### src/rtl/pattern_player_pkg.sv
// Shared types and constants for the pattern_player memory-game display.
// Box geometry and colours are indexed by the 2-bit box number from the sequence word.
package pattern_pkg;

    typedef enum logic [2:0] {
        IDLE  = 3'd0,
        GAP   = 3'd1,
        DRAW  = 3'd2,
        HOLD  = 3'd3,
        ERASE = 3'd4,
        DONE  = 3'd5
    } state_t;

    // Packed arrays: element [0] is box0 (last item in each concatenation).
    localparam logic [3:0][7:0] BOX_X      = {8'd92, 8'd44, 8'd92, 8'd44};
    localparam logic [3:0][6:0] BOX_Y      = {7'd72, 7'd72, 7'd24, 7'd24};
    localparam logic [3:0][2:0] BOX_COLOUR = {3'd6, 3'd1, 3'd2, 3'd4};
    localparam logic [2:0]      BG_COLOUR  = 3'd7;

    // Visible hold time after the level speed-up, saturating at the floor.
    function automatic logic [31:0] hold_ticks(input logic [31:0] base,
                                               input logic [31:0] cut,
                                               input logic [31:0] floor_v);
        if (cut >= base || (base - cut) < floor_v) begin
            return floor_v;
        end
        return base - cut;
    endfunction

endpackage

### src/rtl/pattern_player_box_scanner.sv
// Row-major pixel scan of one BOX_SIZE x BOX_SIZE box with registered VGA outputs.
// Counters advance only while go is high, so a frozen go resumes on the same pixel.
module box_scanner #(
    parameter int BOX_SIZE = 24
) (
    input  logic       iClock,
    input  logic       iResetn,
    input  logic       go,
    input  logic [7:0] base_x,
    input  logic [6:0] base_y,
    input  logic [2:0] colour,
    output logic [7:0] oX,
    output logic [6:0] oY,
    output logic [2:0] oColour,
    output logic       oPlot,
    output logic       last
);

    localparam int            CW   = (BOX_SIZE > 1) ? $clog2(BOX_SIZE) : 1;
    localparam logic [CW-1:0] EDGE = CW'(BOX_SIZE - 1);

    logic [CW-1:0] col;
    logic [CW-1:0] row;

    // High on the edge that registers the final pixel of the box.
    assign last = go && (col == EDGE) && (row == EDGE);

    always_ff @(posedge iClock or negedge iResetn) begin
        if (!iResetn) begin
            col     <= '0;
            row     <= '0;
            oX      <= '0;
            oY      <= '0;
            oColour <= '0;
            oPlot   <= 1'b0;
        end else begin
            oPlot <= go;
            if (go) begin
                oX      <= base_x + 8'(col);
                oY      <= base_y + 7'(row);
                oColour <= colour;
                if (col == EDGE) begin
                    col <= '0;
                    row <= (row == EDGE) ? '0 : row + 1'b1;
                end else begin
                    col <= col + 1'b1;
                end
            end
        end
    end

endmodule

### src/rtl/pattern_player.sv
// Plays a latched memory-game sequence as lit boxes on a 2x2 grid via the VGA adapter.
// Optional PATTERN_PAUSE_EN adds a pause input that freezes timers and the pixel scan.
module pattern_player
    import pattern_pkg::*;
#(
    parameter int MAX_LEN   = 16,
    parameter int BOX_SIZE  = 24,
    parameter int ON_TICKS  = 50000000,
    parameter int ON_STEP   = 2500000,
    parameter int MIN_ON    = 10000000,
    parameter int OFF_TICKS = 25000000
) (
    input  logic                 iClock,
    input  logic                 iResetn,
    input  logic                 start,
    input  logic [3:0]           level,
`ifdef PATTERN_PAUSE_EN
    input  logic                 pause,
`endif
    input  logic [2*MAX_LEN-1:0] seq_data,
    output logic [7:0]           oX,
    output logic [6:0]           oY,
    output logic [2:0]           oColour,
    output logic                 oPlot,
    output logic                 busy,
    output logic                 done
);

    localparam int            TMAX     = (ON_TICKS > OFF_TICKS) ? ON_TICKS : OFF_TICKS;
    localparam int            TW       = $clog2(TMAX + 1);
    localparam int            LW       = $clog2(MAX_LEN + 1);
    localparam int            IW       = (MAX_LEN > 1) ? $clog2(MAX_LEN) : 1;
    localparam logic [TW-1:0] OFF_LAST = TW'(OFF_TICKS - 1);

    // Handshake: start is sampled only in IDLE; busy is high from the accept edge
    // through the one-cycle done pulse in DONE, and falls on the following cycle.
    state_t state;
    state_t state_n;

    logic [TW-1:0]          timer;
    logic [TW-1:0]          hold_last;
    logic [IW-1:0]          idx;
    logic [IW-1:0]          len_last;
    logic [2*MAX_LEN-1:0]   seq_q;

    logic [LW-1:0]          len_eff;
    logic [31:0]            hold_cut;
    logic [31:0]            hold_now;
    logic [1:0]             cur_box;
    logic [2:0]             scan_colour;
    logic                   scan_go;
    logic                   scan_last;
    logic                   run;

`ifdef PATTERN_PAUSE_EN
    assign run = ~pause;
`else
    assign run = 1'b1;
`endif

    always_comb begin
        len_eff = LW'(level);
        if (level == 4'd0) begin
            len_eff = LW'(1);
        end else if (int'(level) > MAX_LEN) begin
            len_eff = LW'(MAX_LEN);
        end
    end

    assign hold_cut = 32'(len_eff - 1'b1) * 32'(ON_STEP);
    assign hold_now = hold_ticks(32'(ON_TICKS), hold_cut, 32'(MIN_ON));

    assign cur_box     = seq_q[{idx, 1'b0} +: 2];
    assign scan_go     = ((state == DRAW) || (state == ERASE)) && run;
    assign scan_colour = (state == ERASE) ? BG_COLOUR : BOX_COLOUR[cur_box];

    always_ff @(posedge iClock or negedge iResetn) begin
        if (!iResetn) begin
            state <= IDLE;
        end else begin
            state <= state_n;
        end
    end

    always_comb begin
        state_n = state;
        case (state)
            IDLE:    if (start) state_n = GAP;
            GAP:     if (run && timer == OFF_LAST) state_n = DRAW;
            DRAW:    if (scan_last) state_n = HOLD;
            HOLD:    if (run && timer == hold_last) state_n = ERASE;
            ERASE:   if (scan_last) state_n = (idx == len_last) ? DONE : GAP;
            DONE:    state_n = IDLE;
            default: state_n = IDLE;
        endcase
    end

    // Timer restarts on every state change, so GAP/HOLD always count from zero.
    always_ff @(posedge iClock or negedge iResetn) begin
        if (!iResetn) begin
            timer     <= '0;
            hold_last <= '0;
            idx       <= '0;
            len_last  <= '0;
            seq_q     <= '0;
        end else begin
            if (state_n != state) begin
                timer <= '0;
            end else if (((state == GAP) || (state == HOLD)) && run) begin
                timer <= timer + 1'b1;
            end

            if ((state == IDLE) && start) begin
                idx       <= '0;
                len_last  <= IW'(len_eff - 1'b1);
                hold_last <= TW'(hold_now - 32'd1);
                seq_q     <= seq_data;
            end else if ((state == ERASE) && scan_last && (idx != len_last)) begin
                idx <= idx + 1'b1;
            end
        end
    end

    box_scanner #(
        .BOX_SIZE(BOX_SIZE)
    ) u_scanner (
        .iClock (iClock),
        .iResetn(iResetn),
        .go     (scan_go),
        .base_x (BOX_X[cur_box]),
        .base_y (BOX_Y[cur_box]),
        .colour (scan_colour),
        .oX     (oX),
        .oY     (oY),
        .oColour(oColour),
        .oPlot  (oPlot),
        .last   (scan_last)
    );

    assign busy = (state != IDLE);
    assign done = (state == DONE);

endmodule

### config.mk
export PLATFORM = sky130hd
export DESIGN_NAME = pattern_player
export DESIGN_NICKNAME = d
export VERILOG_FILES = /design/src/rtl/pattern_player_pkg.sv /design/src/rtl/pattern_player_box_scanner.sv /design/src/rtl/pattern_player.sv
export SDC_FILE = /design/constraint.sdc
export NUM_CORES = 1
export LEC_CHECK = 0
export ABC_AREA = 1
export CELL_PAD_IN_SITES_DETAIL_PLACEMENT = 1
export CELL_PAD_IN_SITES_GLOBAL_PLACEMENT = 1
export CORE_ASPECT_RATIO = 1.1
export CORE_MARGIN = 2
export CORE_UTILIZATION = 30
export CTS_BUF_LIST = sky130_fd_sc_hd__clkbuf_4
export DETAILED_ROUTE_END_ITERATION = 12
export PLACE_DENSITY = 0.59
export REMOVE_ABC_BUFFERS = 1
export SLEW_MARGIN = 20
export SYNTH_ARGS = -nofsm -noshare
export SYNTH_HDL_FRONTEND = slang
export SYNTH_HIERARCHICAL = 1
export SYNTH_SLANG_ARGS = --single-unit
export TNS_END_PERCENT = 100
### constraint.sdc
create_clock -name iClock -period 3.2 [get_ports iClock]
set_clock_uncertainty 0.15 [all_clocks]
set_input_delay 0.32 -clock iClock [delete_from_list [all_inputs] [get_ports iClock]]
set_output_delay 0.32 -clock iClock [all_outputs]
set_load 0.05 [all_outputs]
==> metrics.cfg <==
[sta]
fin_crit_sh_pct=190
slew_headroom_pct=54.4
rsz0062_at_grt=true
hold_violations=0
setup_slack_ps=-2900
max_freq_ghz=0.164
slew_viol_final=0
finalSetupViolations=21
worstMarginPinSlew_ps=684
period_minus_slack_ps=6100

[power_and_ir_drop]
total_power_uw=13900
power_density_nw_per_um2=906
comb_power_share_pct=79.3
pwr-share-seq_pct=10.9
ir_drop_mv=0.634
p_leak_uw=0.00777
p_sw_uw=6510
switching_share_pct=47.0
clock_power_share_pct=9.8
p_int_uw=7350

[placed_design]
dp.final_hpwl_um=28200
place_congestion=0.862
dp.cells=2280
port-buffer-count=59

[critical_path]
critical_path_arrival_ps=6390
cp.required_ps=3500
cp-end-kind=flip-flop
cp_common_cell=nand2_1
cp-start-kind=primary input
worstSetupPathType=in2reg
cpMaxStageDelayCell=fa_2
slowest_delay_ps=560
path_max_fanout=6

[yosys]
synth.distinct_cells=51
synth-edff-count=0
synth_area_sq_um=10700
synthCells=1546
yosys_warnings=6
seq_area_frac_synth_pct=27.9
ys_ff_latch=120
synthArstFlopShare_pct=100
synth-main-ff-cell=dfrtp_1
avgSynthCellArea_sq_um=6.95

[grt]
overflow=0
grt_use_total_pct=19.7
antenna_found_initial=1
grt_max_degree=68
grt_pass1_wl_um=59400
grt_pass1_vias=11900

[detailed_routing]
final_antenna_net_count=0
dr.pass1.iters=4
num_vias=11100
wire_per_inst_um=15.2
wl_um=36100
drc=0
avgViaCountPerCell=4.66
first_iter_violations=428

[clocking]
cts_max_level=4
cts_buffers=17
cts.path.max_buffers=2
cts_root_buffer=clkbuf_4
clock-sinks=120
cts_tree=yes
worst_skew_pair.late_latency_ps=560
path_clk_slew_ps=110

[floorplanning]
initial_core_util_pct=30.5
dieArea_sq_um=37400
die_y_um=203
coreArea_sq_um=35200
row_count=72
die_w_um=184
num_io_pins=60

[finish]
layout-drive-gt1-share_pct=30.3
syn_to_final_growth_pct=42.3
fill_cells=4389
finalNonFillerCells=2372
nNetsFinal=2035
post-route-util_pct=43.4

[status]
status=complete, but fails checks
violations=negative setup slack

[worst_hold_path]
holdCritPathClass=in2reg

[job]
maxCapViolCount=0

[critical path: cells and delay by family]
family / cells / cell delay [ps]
AO/OA/AOI/OAI: 3 / 300
adder cells (fa/ha/maj): 9 / 3150
buffers and inverters: 8 / 610
AND/OR/NAND/NOR: 22 / 1980
[cells by family after synthesis]
kind of cell / Yosys count / synth area share [%]
buf+inv: 280 / 10.2
other cells: 2 / 0.0699
fa+ha+maj: 119 / 15.9
compound gates: 126 / 6.72
flops: 120 / 27.9
xor+xnor: 43 / 3.71
simple gates: 851 / 35.0
mux: 5 / 0.466
[power groups by stage]
stage | sequential, uW | clock, uW | combinational, uW
global placement | 1550 | 0 | 7710
floorplan | 1550 | 0 | 4100
detailed placement | 1550 | 0 | 7860
CTS | 1520 | 1410 | 9420
finish | 1520 | 1360 | 11000
global route | 1520 | 1470 | 12000
[metrics by stage]
stage          TNS [ps]  cell area (sq um)  hold slack (ps)  setup WS (ps)
5_1_grt          -63230              15300             95.8          -3130
6_report         -58390              15300              130          -2900
3_5_place_dp     -92160              13400              266          -4570
3_3_place_gp     -88310              13400              262          -4350
4_1_cts          -55240              14600             62.7          -2740
2_1_floorplan   -130780              10700             -126          -4190
[Yosys cell counts (2+ instances only)]
| cell | count | area [sq um] |
|---|---|---|
| nand4_2 | 2 | 25.0 |
| o22ai_1 | 4 | 25.0 |
| o211ai_1 | 5 | 37.5 |
| ha_1 | 89 | 1110 |
| clkbuf_1 | 18 | 67.6 |
| a211oi_1 | 2 | 15.0 |
| buf_6 | 3 | 33.8 |
| nand3_2 | 3 | 30.0 |
| nand3b_1 | 2 | 15.0 |
| a21oi_1 | 39 | 195 |
| nand2_4 | 3 | 33.8 |
| buf_1 | 2 | 7.51 |
| nand3_1 | 123 | 616 |
| nor4_1 | 7 | 43.8 |
| xor2_2 | 2 | 32.5 |
| inv_1 | 237 | 890 |
| a21boi_1 | 2 | 15.0 |
| nand2_1 | 468 | 1760 |
| nor3_1 | 25 | 125 |
| buf_4 | 3 | 22.5 |
| nor2_2 | 17 | 106 |
| o21ai_0 | 42 | 210 |
| o21bai_1 | 2 | 15.0 |
| a31oi_1 | 3 | 18.8 |
| or2_2 | 10 | 62.6 |
| inv_2 | 10 | 37.5 |
| o221ai_1 | 5 | 43.8 |
| a21oi_2 | 3 | 26.3 |
| nand4_1 | 34 | 213 |
| xnor2_1 | 17 | 149 |
| mux2i_1 | 5 | 50.1 |
| nor2_4 | 7 | 78.8 |
| nand2_2 | 16 | 100 |
| o21ai_1 | 12 | 60.1 |
| conb_1 | 2 | 7.51 |
| nor2_1 | 130 | 488 |
| buf_2 | 5 | 25.0 |
| xor2_1 | 23 | 201 |
| fa_1 | 30 | 601 |
| o2111ai_1 | 2 | 17.5 |
| o32ai_1 | 3 | 26.3 |
| dfrtp_1 | 120 | 3000 |
[routing by layer]
layer	global-route usage, %	part of all wire [%]
met1	23.0	42
met2	37.9	54
met3	1.97	1.4
met4	5.54	2.6
met5	0	0
[layout by cell type (no fill, tap or decap), types with 16 or more instances in the layout]
cell type | Yosys | routed
nor3_1 | 25 | 21
dfrtp_1 | 120 | 120
nand2_2 | 16 | 66
nand2_1 | 468 | 405
inv_2 | 10 | 43
a21oi_1 | 39 | 30
clkbuf_4 | 0 | 17
nor2_2 | 17 | 26
nor2_4 | 7 | 34
buf_4 | 3 | 227
xnor2_1 | 17 | 16
ha_1 | 89 | 67
nand3_1 | 123 | 99
nor2_1 | 130 | 94
conb_1 | 2 | 37
fa_1 | 30 | 28
xor2_1 | 23 | 21
nand4_1 | 34 | 34
ha_4 | 0 | 19
clkdlybuf4s50_1 | 0 | 54
buf_6 | 3 | 19
o21ai_0 | 42 | 37
inv_1 | 237 | 203
nand3_2 | 3 | 24
[layout make-up]
class	count	area (sq um)	share of cell area, %
clock inverter	15	223	1.46
inverter	249	940	6.14
sequential	120	3000	19.6
clock buffer	17	128	0.834
multi-input combinational	1181	7820	51.2
tap	481	602	3.93
antenna	1	2.50	0.0164
timing repair buffer	308	2570	16.8
[registers in the layout, summed over array words and instances, names as in the netlist]
| signal | flops |
|---|---|
| u_scanner/oX | 8 |
| u_scanner/row | 5 |
| u_scanner/oColour | 3 |
| state | 3 |
| u_scanner/oPlot | 1 |
| idx | 4 |
| hold_last | 22 |
| u_scanner/col | 5 |
| timer | 26 |
| seq_q | 32 |
| len_last | 4 |
| u_scanner/oY | 7 |
[final timing paths]
path / from / to / slack (ps) / cells after the start
max in group asynchronous: iResetn / seq_q[12] / 1900 / 3
max: level[2] / hold_last[15] / -2900 / 42
min: level[3] / hold_last[25] / 130 / 5
min reg2reg: seq_q[12] / seq_q[12] / 330 / 2
min in group asynchronous: iResetn / timer[24] / 190 / 2
max reg2reg: timer[8] / timer[18] / 310 / 14
[repair_timing]
| action | 4_1_cts | 5_1_grt |
|---|---|---|
| hold buffers | 1 | 0 |
| endpoints found under the setup margin | 21 | 29 |
| hold endpoints to repair | 47 | 0 |
| pin swaps | 85 | 105 |
| resized for setup | 170 | 141 |
| buffers inserted | 35 | 24 |
No activity file was read; power rests on OpenSTA's default activity.
